File: src/rtl/checkers_pkg.sv
// -----------------------------------------------------------------------------
// checkers_pkg
// Shared constants and types for the checkers board input path.
//   - Location encoding: 6 bits, {x[2:0], y[2:0]}, y = 7 is the top row.
//   - Serialized board square field: 3 bits per square, [2] occupied,
//     [1] red, [0] king.
//   - Legal-move vector: four 7-bit entries {valid, loc[5:0]}.
//   - Button indices into the active-low button bus.
//   - Sequencer FSM state type.
// -----------------------------------------------------------------------------
package checkers_pkg;

    localparam int unsigned LOC_W      = 6;
    localparam int unsigned NUM_SQ     = 64;
    localparam int unsigned SQ_W       = 3;
    localparam int unsigned SQ_OCC     = 2;
    localparam int unsigned SQ_RED     = 1;
    localparam int unsigned SQ_KING    = 0;

    localparam int unsigned LM_ENTRY_W = 7;
    localparam int unsigned LM_ENTRIES = 4;
    localparam int unsigned LM_VALID   = 6;

    localparam int unsigned NUM_BTN    = 6;
    localparam int unsigned BTN_UP     = 0;
    localparam int unsigned BTN_DOWN   = 1;
    localparam int unsigned BTN_LEFT   = 2;
    localparam int unsigned BTN_RIGHT  = 3;
    localparam int unsigned BTN_ENTER  = 4;
    localparam int unsigned BTN_CANCEL = 5;

    typedef enum logic [1:0] {
        StIdle     = 2'd0,
        StSelected = 2'd1,
        StCommit   = 2'd2,
        StLocked   = 2'd3
    } sel_state_e;

    // Coordinate step that saturates at the board edge instead of wrapping.
    function automatic logic [2:0] sat_inc(input logic [2:0] v);
        return (v == 3'd7) ? v : v + 3'd1;
    endfunction

    function automatic logic [2:0] sat_dec(input logic [2:0] v);
        return (v == 3'd0) ? v : v - 3'd1;
    endfunction

endpackage

File: src/rtl/btn_debounce.sv
// -----------------------------------------------------------------------------
// btn_debounce
// Two-flop synchroniser, stable-level debounce counter and press-pulse
// generator for one active-low push-button.
// Ports:
//   clk      system clock
//   rst      asynchronous active-low reset
//   i_btn_n  raw button, active-low
//   o_press  one-cycle pulse when the debounced level becomes pressed
// -----------------------------------------------------------------------------
module btn_debounce #(
    parameter int unsigned DEBOUNCE_CYCLES = 500000
) (
    input  logic clk,
    input  logic rst,
    input  logic i_btn_n,
    output logic o_press
);

    localparam int unsigned CNT_W = (DEBOUNCE_CYCLES > 1) ? $clog2(DEBOUNCE_CYCLES) : 1;
    localparam logic [CNT_W-1:0] CNT_LAST = CNT_W'(DEBOUNCE_CYCLES - 1);

    logic             r_sync1;
    logic             r_sync2;
    logic             r_stable;
    logic             r_press;
    logic [CNT_W-1:0] r_cnt;

    always_ff @(posedge clk or negedge rst) begin
        if (!rst) begin
            r_sync1  <= 1'b1;
            r_sync2  <= 1'b1;
            r_stable <= 1'b1;
            r_press  <= 1'b0;
            r_cnt    <= '0;
        end else begin
            r_sync1 <= i_btn_n;
            r_sync2 <= r_sync1;
            r_press <= 1'b0;
            // Any bounce back to the accepted level restarts the count.
            if (r_sync2 == r_stable) begin
                r_cnt <= '0;
            end else if (r_cnt == CNT_LAST) begin
                r_cnt    <= '0;
                r_stable <= r_sync2;
                r_press  <= ~r_sync2;
            end else begin
                r_cnt <= r_cnt + 1'b1;
            end
        end
    end

    assign o_press = r_press;

endmodule

File: src/rtl/cursor_select_ctrl.sv
// -----------------------------------------------------------------------------
// cursor_select_ctrl
// Player-input sequencer for the checkers board: turns debounced button
// presses into cursor movement, piece selection and move commits, and hands
// a committed move to the game logic through a move_req/move_ack handshake.
// Ports:
//   clk, rst            clock, asynchronous active-low reset
//   btn_n[5:0]          raw buttons (up, down, left, right, enter, cancel)
//   serialized_board    3 bits per square {occ, red, king}
//   red_turn            side to move (1 = red)
//   legal_move          4 x {valid, loc} for the piece at select_loc
//   red_win, white_win  game-over flags
//   move_ack            game logic applied the pending move (pulse)
//   cursor_loc          cursor square {x, y}
//   select_loc          selected square, select_valid qualifies it
//   move_req            move pending, move_from/move_to describe it
//   locked              game over, input ignored until reset
// -----------------------------------------------------------------------------
module cursor_select_ctrl
    import checkers_pkg::*;
#(
    parameter int unsigned DEBOUNCE_CYCLES = 500000
) (
    input  logic             clk,
    input  logic             rst,
    input  logic [5:0]       btn_n,
    input  logic [191:0]     serialized_board,
    input  logic             red_turn,
    input  logic [27:0]      legal_move,
    input  logic             red_win,
    input  logic             white_win,
    input  logic             move_ack,
    output logic [5:0]       cursor_loc,
    output logic [5:0]       select_loc,
    output logic             select_valid,
    output logic             move_req,
    output logic [5:0]       move_from,
    output logic [5:0]       move_to,
    output logic             locked
);

    logic [NUM_BTN-1:0] w_press;

    for (genvar g = 0; g < NUM_BTN; g++) begin : g_btn
        btn_debounce #(
            .DEBOUNCE_CYCLES(DEBOUNCE_CYCLES)
        ) u_btn_debounce (
            .clk    (clk),
            .rst    (rst),
            .i_btn_n(btn_n[g]),
            .o_press(w_press[g])
        );
    end

    sel_state_e   r_state;
    logic [5:0]   r_cursor;
    logic [5:0]   r_select;
    logic         r_select_valid;
    logic         r_move_req;
    logic [5:0]   r_from;
    logic [5:0]   r_to;
    logic         r_locked;
    logic [27:0]  r_legal;

    logic [NUM_SQ-1:0] w_occ;
    logic [NUM_SQ-1:0] w_red;
    logic              w_unused_king;
    logic              w_cur_own;
    logic              w_cur_legal;
    logic              w_win;
    logic              w_do_cancel;
    logic              w_do_enter;
    logic              w_do_move;
    logic [5:0]        w_cursor_mv;

    always_comb begin
        w_occ         = '0;
        w_red         = '0;
        w_unused_king = 1'b0;
        for (int i = 0; i < NUM_SQ; i++) begin
            w_occ[i]      = serialized_board[SQ_W*i + SQ_OCC];
            w_red[i]      = serialized_board[SQ_W*i + SQ_RED];
            w_unused_king = w_unused_king ^ serialized_board[SQ_W*i + SQ_KING];
        end
    end

    assign w_cur_own = w_occ[r_cursor] && (w_red[r_cursor] == red_turn);
    assign w_win     = red_win | white_win;

    // Uses the registered copy of legal_move, which lags select_loc by a cycle.
    always_comb begin
        w_cur_legal = 1'b0;
        for (int k = 0; k < LM_ENTRIES; k++) begin
            if (r_legal[LM_ENTRY_W*k + LM_VALID] &&
                (r_legal[LM_ENTRY_W*k +: LOC_W] == r_cursor)) begin
                w_cur_legal = 1'b1;
            end
        end
    end

    // One action per cycle: cancel > enter > up > down > left > right.
    always_comb begin
        w_do_cancel = w_press[BTN_CANCEL];
        w_do_enter  = w_press[BTN_ENTER] & ~w_press[BTN_CANCEL];
        w_do_move   = 1'b0;
        w_cursor_mv = r_cursor;
        if (!w_press[BTN_CANCEL] && !w_press[BTN_ENTER]) begin
            if (w_press[BTN_UP]) begin
                w_do_move   = 1'b1;
                w_cursor_mv = {r_cursor[5:3], sat_inc(r_cursor[2:0])};
            end else if (w_press[BTN_DOWN]) begin
                w_do_move   = 1'b1;
                w_cursor_mv = {r_cursor[5:3], sat_dec(r_cursor[2:0])};
            end else if (w_press[BTN_LEFT]) begin
                w_do_move   = 1'b1;
                w_cursor_mv = {sat_dec(r_cursor[5:3]), r_cursor[2:0]};
            end else if (w_press[BTN_RIGHT]) begin
                w_do_move   = 1'b1;
                w_cursor_mv = {sat_inc(r_cursor[5:3]), r_cursor[2:0]};
            end
        end
    end

    always_ff @(posedge clk or negedge rst) begin
        if (!rst) begin
            r_state        <= StIdle;
            r_cursor       <= '0;
            r_select       <= '0;
            r_select_valid <= 1'b0;
            r_move_req     <= 1'b0;
            r_from         <= '0;
            r_to           <= '0;
            r_locked       <= 1'b0;
            r_legal        <= '0;
        end else begin
            r_legal <= legal_move;
            unique case (r_state)
                StIdle: begin
                    if (w_win) begin
                        r_state        <= StLocked;
                        r_locked       <= 1'b1;
                        r_select_valid <= 1'b0;
                    end else if (w_do_enter) begin
                        if (w_cur_own) begin
                            r_select       <= r_cursor;
                            r_select_valid <= 1'b1;
                            r_state        <= StSelected;
                        end
                    end else if (w_do_move) begin
                        r_cursor <= w_cursor_mv;
                    end
                end
                StSelected: begin
                    if (w_win) begin
                        r_state        <= StLocked;
                        r_locked       <= 1'b1;
                        r_select_valid <= 1'b0;
                    end else if (w_do_cancel) begin
                        r_select_valid <= 1'b0;
                        r_state        <= StIdle;
                    end else if (w_do_enter) begin
                        if (r_cursor == r_select) begin
                            r_select_valid <= 1'b0;
                            r_state        <= StIdle;
                        end else if (w_cur_legal) begin
                            r_from     <= r_select;
                            r_to       <= r_cursor;
                            r_move_req <= 1'b1;
                            r_state    <= StCommit;
                        end else if (w_cur_own) begin
                            r_select <= r_cursor;
                        end
                    end else if (w_do_move) begin
                        r_cursor <= w_cursor_mv;
                    end
                end
                StCommit: begin
                    // A win raised mid-commit is only honoured once the move lands.
                    if (move_ack) begin
                        r_move_req     <= 1'b0;
                        r_select_valid <= 1'b0;
                        r_locked       <= w_win;
                        r_state        <= w_win ? StLocked : StIdle;
                    end
                end
                StLocked: begin
                end
                default: r_state <= StIdle;
            endcase
        end
    end

    assign cursor_loc   = r_cursor;
    assign select_loc   = r_select;
    assign select_valid = r_select_valid;
    assign move_req     = r_move_req;
    assign move_from    = r_from;
    assign move_to      = r_to;
    assign locked       = r_locked;

endmodule

File: config.mk
export PLATFORM = sky130hd
export DESIGN_NAME = cursor_select_ctrl
export DESIGN_NICKNAME = d
export VERILOG_FILES = /design/src/rtl/checkers_pkg.sv /design/src/rtl/btn_debounce.sv /design/src/rtl/cursor_select_ctrl.sv
export SDC_FILE = /design/constraint.sdc
export NUM_CORES = 1
export LEC_CHECK = 0
export CAP_MARGIN = 10
export CORE_ASPECT_RATIO = 0.75
export CORE_MARGIN = 10
export CORE_UTILIZATION = 54
export DETAILED_ROUTE_END_ITERATION = 10
export PLACE_DENSITY = 0.83
export SYNTH_ARGS = -nofsm -noshare
export SYNTH_HDL_FRONTEND = slang
export SYNTH_HIERARCHICAL = 1
export SYNTH_SLANG_ARGS = --single-unit
File: constraint.sdc
create_clock -name clk -period 8.3 [get_ports clk]
set_clock_uncertainty 0.05 [all_clocks]
set_input_delay 1.245 -clock clk [delete_from_list [all_inputs] [get_ports clk]]
set_output_delay 1.245 -clock clk [all_outputs]
set_load 0.02 [all_outputs]
==> results of run 1 <==
==> synthesized netlist by cell type (all sizes together) (4+ instances only) <==
cell    instances  area, um2
a21oi          24        139
a22oi           5       37.5
a31o            5       43.8
a31oi           4       25.0
and2            7       43.8
and3            8       51.3
and4            5       43.8
buf            23        118
clkbuf         11       47.5
dfrtp         177       4430
dfstp          18        473
ha             14        175
inv            31        116
mux2           26        297
mux2i          27        270
mux4           24        578
nand2          60        225
nand3          41        205
nand4          62        434
nor2          120        450
nor2b           4       25.0
nor3           38        195
nor3b           7       52.6
nor4           25        156
nor4b          11       96.3
o21ai          18       90.1
o31ai           8        143
or3            11       83.8
or4            10       97.6
xnor2          88        771
xor2           41        359
==> logic make-up after synthesis <==
group | synth area share
and+or+nand+nor | 0.209
DFF | 0.467
xor gates and xnor gates | 0.108
AOI/OAI and AO/OA | 0.0615
muxes | 0.109
buffers and inverters | 0.0272
adders and majority gates | 0.0186
==> cell type report <==
class                      instances  area, um2  share of cell area
sequential                       195       4910               0.370
clock buffer                      19        453              0.0342
multi-input combinational        717       5310               0.401
tap                              253        317              0.0239
clock inverter                    13        136              0.0103
timing repair buffer             201       2000               0.151
inverter                          32        120             0.00907
==> worst paths after layout <==
check | from | to | slack [ps]
setup / recovery | cursor_loc[2] | move_from[3] | 4420
hold / removal | g_btn[5].u_btn_debounce/r_sync1 | g_btn[5].u_btn_debounce/r_sync2 | 300
setup reg to reg | cursor_loc[2] | move_from[3] | 4420
hold reg to reg | g_btn[5].u_btn_debounce/r_sync1 | g_btn[5].u_btn_debounce/r_sync2 | 300
max in group asynchronous | rst | cursor_loc[1] | 5800
min in group asynchronous | rst | g_btn[0].u_btn_debounce/r_cnt[0] | 940
==> worst max-delay path: stages (launching register included) <==
cell and delay, ps:
dfrtp_2 540, buf_4 450, xnor2_1 170, nand4_1 120
nor4_1 510, nor4_1 220, or3_1 410, nor2_1 840
mux2_2 420
==> per-layer routing <==
| metal | vias up | GRT usage | share of wire |
|---|---|---|---|
| li1 | 3894 | - | - |
| met1 | 4158 | 0.291 | 0.46 |
| met2 | 274 | 0.346 | 0.47 |
| met3 | 26 | 0.0432 | 0.061 |
| met4 | 0 | 0.0572 | 0.014 |
| met5 | - | 0 | 0 |
==> power by group through the flow <==
stage	sequential (W)	combinational (W)	clock, W
after floorplan	0.00102	0.000121	0
after global placement	0.00102	0.000255	0
after detailed placement	0.00102	0.000261	0
after CTS	0.00101	0.000264	0.000833
after global routing	0.00101	0.000287	0.000872
final	0.00101	0.000263	0.000816
==> state kept, by name, indices dropped and copies added (netlist names) <==
register,count
g_btn.u_btn_debounce/r_cnt,114
r_legal,28
cursor_loc,6
g_btn.u_btn_debounce/o_press,6
g_btn.u_btn_debounce/r_stable,6
g_btn.u_btn_debounce/r_sync1,6
g_btn.u_btn_debounce/r_sync2,6
move_from,6
move_to,6
select_loc,6
r_state,2
locked,1
move_req,1
select_valid,1
==> stage by stage <==
stage	instance area (um2)	total power, W
floorplan	10500	0.00114
global placement	12700	0.00128
detailed placement	12700	0.00129
CTS	13200	0.00210
global route	13200	0.00217
finish	13200	0.00209
==> results_dict.tcl, run 1 <==
set metrics [dict create \
    status "finished clean" \
    cts_resized 0 \
    vias_per_cell 5.84 \
    cp-start-kind "flop" \
    port-buffer-count 194 \
    stdcell_count 1430 \
    core.rowCount 44 \
    clkPwrFrac 0.391 \
    postCtsSetupBuffers 0 \
    fin_tns_setup_ps 0 \
    finalWorstSetupSlack_ps 4420 \
    swShare 0.252 \
    grt_pass1_wl_um 44500 \
    power_frac_seq 0.483 \
    path_class "reg -> reg" \
    synth_area_per_cell_um2 10.7 \
    die_h_um 141 \
    finalHoldWorstSlack_ps 303 \
    worstRegToRegCells 8 \
    synth_seq_area_share 0.467 \
    grt_antenna_before_repair 0 \
    dieWidth_um 181 \
    cts_hold_buf 0 \
    layout_commonest_cell "clkdlybuf4s50_1" \
    syn_nets 1225 \
    drv_slew 0 \
    final_cell_mix "193 x clkdlybuf4s50_1, 174 x dfrtp_1, 120 x nor2_1, 88 x xnor2_1, 60 x nand2_1" \
    min_path_type "reg -> reg" \
    track_usage 0.215 \
    drtIter0Drc 740 \
    finalHoldViolations 0 \
    die_area_mm2 0.0255 \
    period_share 0.468 \
    h-tree-depth 4 \
    ys_ff_latch 195 \
    antennaDiodeCount 0 \
    place.gp.congestion 0.864 \
    insertion_delay_ps 440 \
    dp_hpwl_um 20300 \
    cts.path.max_buffers 2 \
    synth.distinct_cells 65 \
    num_vias 8352 \
    slew_headroom 0.261 \
    critPathCaptureType "flop" \
    worstPathRequired_ps 8570 \
    power.density_mw_per_mm2 158 \
    rsz0062_at_grt "false" \
    syn_inst 978 \
    max-vdd-ir-drop_mv 0.131 \
    pre_cts_slack_ps 3990 \
    cp.arrival_ps 4150 \
    cts_tree "yes" \
    coreArea_mm2 0.0192 \
    p_leak_nw 5.23 \
    wire_per_inst_um 19.5 \
    drive_gt1_frac 0.116 \
    clk_pin_slew_ps 70 \
    areaGrowthSynthToFinish_pct 26.1 \
    p_int_w 0.00156 \
    dp_cells 1398 \
    antenna_left 0 \
    ys.flop_type "dfrtp_1" \
    grt_max_degree 136 \
    p_sw_w 0.000526 \
    yosysWarnings 6 \
    grt_pass1_vias 8247 \
    fillers 1410 \
    postSynth.asyncResetShare 1.00 \
    grt-ovfl-total 0 \
    min_period_ps 3880 \
    ioPinCount 259 \
    cap_violations 0 \
    numCtsBuffers 17 \
    clock.fmax_ghz 0.258 \
    setup_viol 0 \
    drc_errors 0 \
    clock_sink_count 195 \
    utilization 0.689 \
    tightest_slew_ps 1100 \
    syn_area_mm2 0.0105 \
    drtPass1Iterations 5 \
    min_path_cells 0 \
    wirelength_um 27800 \
    start_util 0.547 \
    root_buffer "clkbuf_16" \
    power_frac_comb 0.126 \
    synth_edf_count 0 \
    final_nets 1411 \
    worstPathMaxFanout 31 \
]
Note: power is estimated with default switching activity, not from simulation.
==> inputs of run 2 (changes only) <==
--- a/config.mk
+++ b/config.mk
@@ -8,9 +8,9 @@
 export CAP_MARGIN = 10
 export CORE_ASPECT_RATIO = 0.75
 export CORE_MARGIN = 10
-export CORE_UTILIZATION = 54
+export CORE_UTILIZATION = 50
 export DETAILED_ROUTE_END_ITERATION = 10
-export PLACE_DENSITY = 0.83
+export PLACE_DENSITY = 0.78
 export SYNTH_ARGS = -nofsm -noshare
 export SYNTH_HDL_FRONTEND = slang
 export SYNTH_HIERARCHICAL = 1
==> constraint.sdc (replaced) <==
create_clock -name clk -period 4.07 [get_ports clk]
set_clock_uncertainty 0.05 [all_clocks]
set_input_delay 0.6105 -clock clk [delete_from_list [all_inputs] [get_ports clk]]
set_output_delay 0.6105 -clock clk [all_outputs]
set_load 0.02 [all_outputs]
==> run 2 against run 1 <==
  * Register-to-register slack got worse by 4000 ps
  * Sequential power increased by 100%
  * Count of clock-buffer cells in the layout decreased by 2
  * Sequential cell count unchanged
  * Critical path depth increased by 1
  * Core utilization decreased by 3.6 points
  * Non-clock buffer count increased by 6
  * Maximum frequency increased by 7.4%
  * Worst hold slack got worse by 110 ps
  * Largest cell class unchanged
  * Setup slack got worse by 4000 ps
  * Die area increased by 7.0%
==> results_dict.tcl, run 2 (synthesized netlist as in run 1, its figures left out) <==
set metrics [dict create \
    drc_errors 0 \
    h-tree-depth 4 \
    cts_hold_buf 0 \
    drv_slew 0 \
    clk_pin_slew_ps 70 \
    status "finished clean" \
    root_buffer "clkbuf_16" \
    postCtsSetupBuffers 0 \
    clock_sink_count 195 \
    cap_violations 0 \
    period_share 0.888 \
    grt-ovfl-total 0 \
    drive_gt1_frac 0.121 \
    grt_antenna_before_repair 0 \
    top_register "g_btn.u_btn_debounce/r_cnt" \
    start_util 0.514 \
    power.density_mw_per_mm2 321 \
    drtIter0Drc 749 \
    cp.arrival_ps 3880 \
    wirelength_um 27700 \
    met1_usage 0.285 \
    slew_headroom 0.493 \
    drtPass1Iterations 5 \
    cts_resized 0 \
    clock.fmax_ghz 0.277 \
    setup_viol 0 \
    utilization 0.653 \
    p_leak_nw 5.28 \
    final_nets 1417 \
    largest_registers "g_btn.u_btn_debounce/r_cnt x114, r_legal x28" \
    dpl_cell_area_mm2 0.0127 \
    antennaDiodeCount 0 \
    r2r_slack_ps 450 \
    largest_register_ffs 114 \
    die_h_um 146 \
    cts_tree "yes" \
    layout_commonest_cell "clkdlybuf4s50_1" \
    rsz0062_at_grt "false" \
    grt_pass1_wl_um 44100 \
    core.rowCount 45 \
    worstPathMaxFanout 23 \
    tightest_slew_ps 761 \
    grt_max_degree 97 \
    fin_tns_setup_ps 0 \
    path_class "reg -> reg" \
    die_area_mm2 0.0273 \
    areaGrowthSynthToFinish_pct 27.1 \
    finalWorstSetupSlack_ps 454 \
    wire_per_inst_um 18.9 \
    insertion_delay_ps 440 \
    coreArea_mm2 0.0204 \
    pre_cts_slack_ps 408 \
    track_usage 0.201 \
    finalHoldViolations 0 \
    met3_usage 0.0371 \
    min_path_type "in -> async" \
    worstPathRequired_ps 4340 \
    numCtsBuffers 17 \
    gr-max-usage-layer "met2" \
    final_cell_area_mm2 0.0133 \
    min_period_ps 3620 \
    dp_hpwl_um 20900 \
    antenna_left 0 \
    final_cell_mix "193 x clkdlybuf4s50_1, 174 x dfrtp_1, 120 x nor2_1, 88 x xnor2_1, 60 x nand2_1" \
    ioPinCount 259 \
    cp-start-kind "flop" \
    vias_per_cell 5.66 \
    place.gp.congestion 0.897 \
    grt_util_met2 0.309 \
    max-vdd-ir-drop_mv 0.234 \
    grt_pass1_vias 8051 \
    num_vias 8288 \
    port-buffer-count 194 \
    critPathCaptureType "flop" \
    cts.path.max_buffers 2 \
    dieWidth_um 187 \
]
## run 2: cell types whose count changed in the layout (fill, tap and decap cells not counted), moves of 2 or more
| cell | previous run | this run |
|---|---|---|
| buf_4 | 7 | 12 |
| clkinv_4 | 0 | 2 |
| clkbuf_8 | 3 | 1 |
| clkinv_2 | 1 | 3 |
| clkinvlp_4 | 4 | 1 |
## run 2: critical path, cell delays in order, from the launching register on
cell and delay [ps]:
dfrtp_2 530, buf_4 410, clkinv_1 370, mux4_2 540, a31oi_1 180, o311a_1 220, nor3_2 70, xnor2_1 180
a2111oi_4 540, mux2_2 400
## run 2: through the flow
step | instances | total power, W | hold WS [ps]
floorplan | 978 | 0.00233 | 265
global placement | 1433 | 0.00261 | 297
detailed placement | 1433 | 0.00263 | 297
CTS | 1465 | 0.00432 | 220
global route | 1465 | 0.00446 | 240
finish | 1465 | 0.00428 | 193
## run 2: metal layers
metal | vias up | part of all wire
li1 | 3902 | -
met2 | 274 | 0.46
met4 | 0 | 0.013
met5 | - | 0
met1 | 4091 | 0.47
met3 | 21 | 0.050
## run 2: worst paths after layout
check,startpoint,endpoint,cells after the start
worst max-delay path,cursor_loc[0],select_loc[3],9
worst min-delay path,rst,g_btn[2].u_btn_debounce/r_cnt[14],1
worst max register to register,cursor_loc[0],select_loc[3],9
worst min register to register,g_btn[0].u_btn_debounce/r_sync1,g_btn[0].u_btn_debounce/r_sync2,0
max in group asynchronous,rst,g_btn[4].u_btn_debounce/r_stable,2
min in group clk,g_btn[0].u_btn_debounce/r_sync1,g_btn[0].u_btn_debounce/r_sync2,0
## run 2: power by group
part	total (W)	internal, W	switching (W)
registers	0.00206	0.00200	0.0000597
logic	0.000535	0.000289	0.000246
clock network	0.00169	0.000924	0.000765
total	0.00428	0.00321	0.00107
## run 2: layout make-up
class | count | area (um2)
Fill cell | 1589 | 7100
Multi-Input combinational cell | 717 | 5310
Sequential cell | 195 | 4910
Timing Repair Buffer | 207 | 2060
Clock buffer | 17 | 425
Tap cell | 282 | 353
Clock inverter | 15 | 169
Inverter | 32 | 120
==> inputs of run 3 (changes only) <==
--- a/config.mk
+++ b/config.mk
@@ -11,6 +11,7 @@
 export CORE_UTILIZATION = 50
 export DETAILED_ROUTE_END_ITERATION = 10
 export PLACE_DENSITY = 0.78
+export SLEW_MARGIN = 20
 export SYNTH_ARGS = -nofsm -noshare
 export SYNTH_HDL_FRONTEND = slang
 export SYNTH_HIERARCHICAL = 1
==> results of run 3 <==
Same layout as run 2: the final DEF is identical, and so are final timing and power.
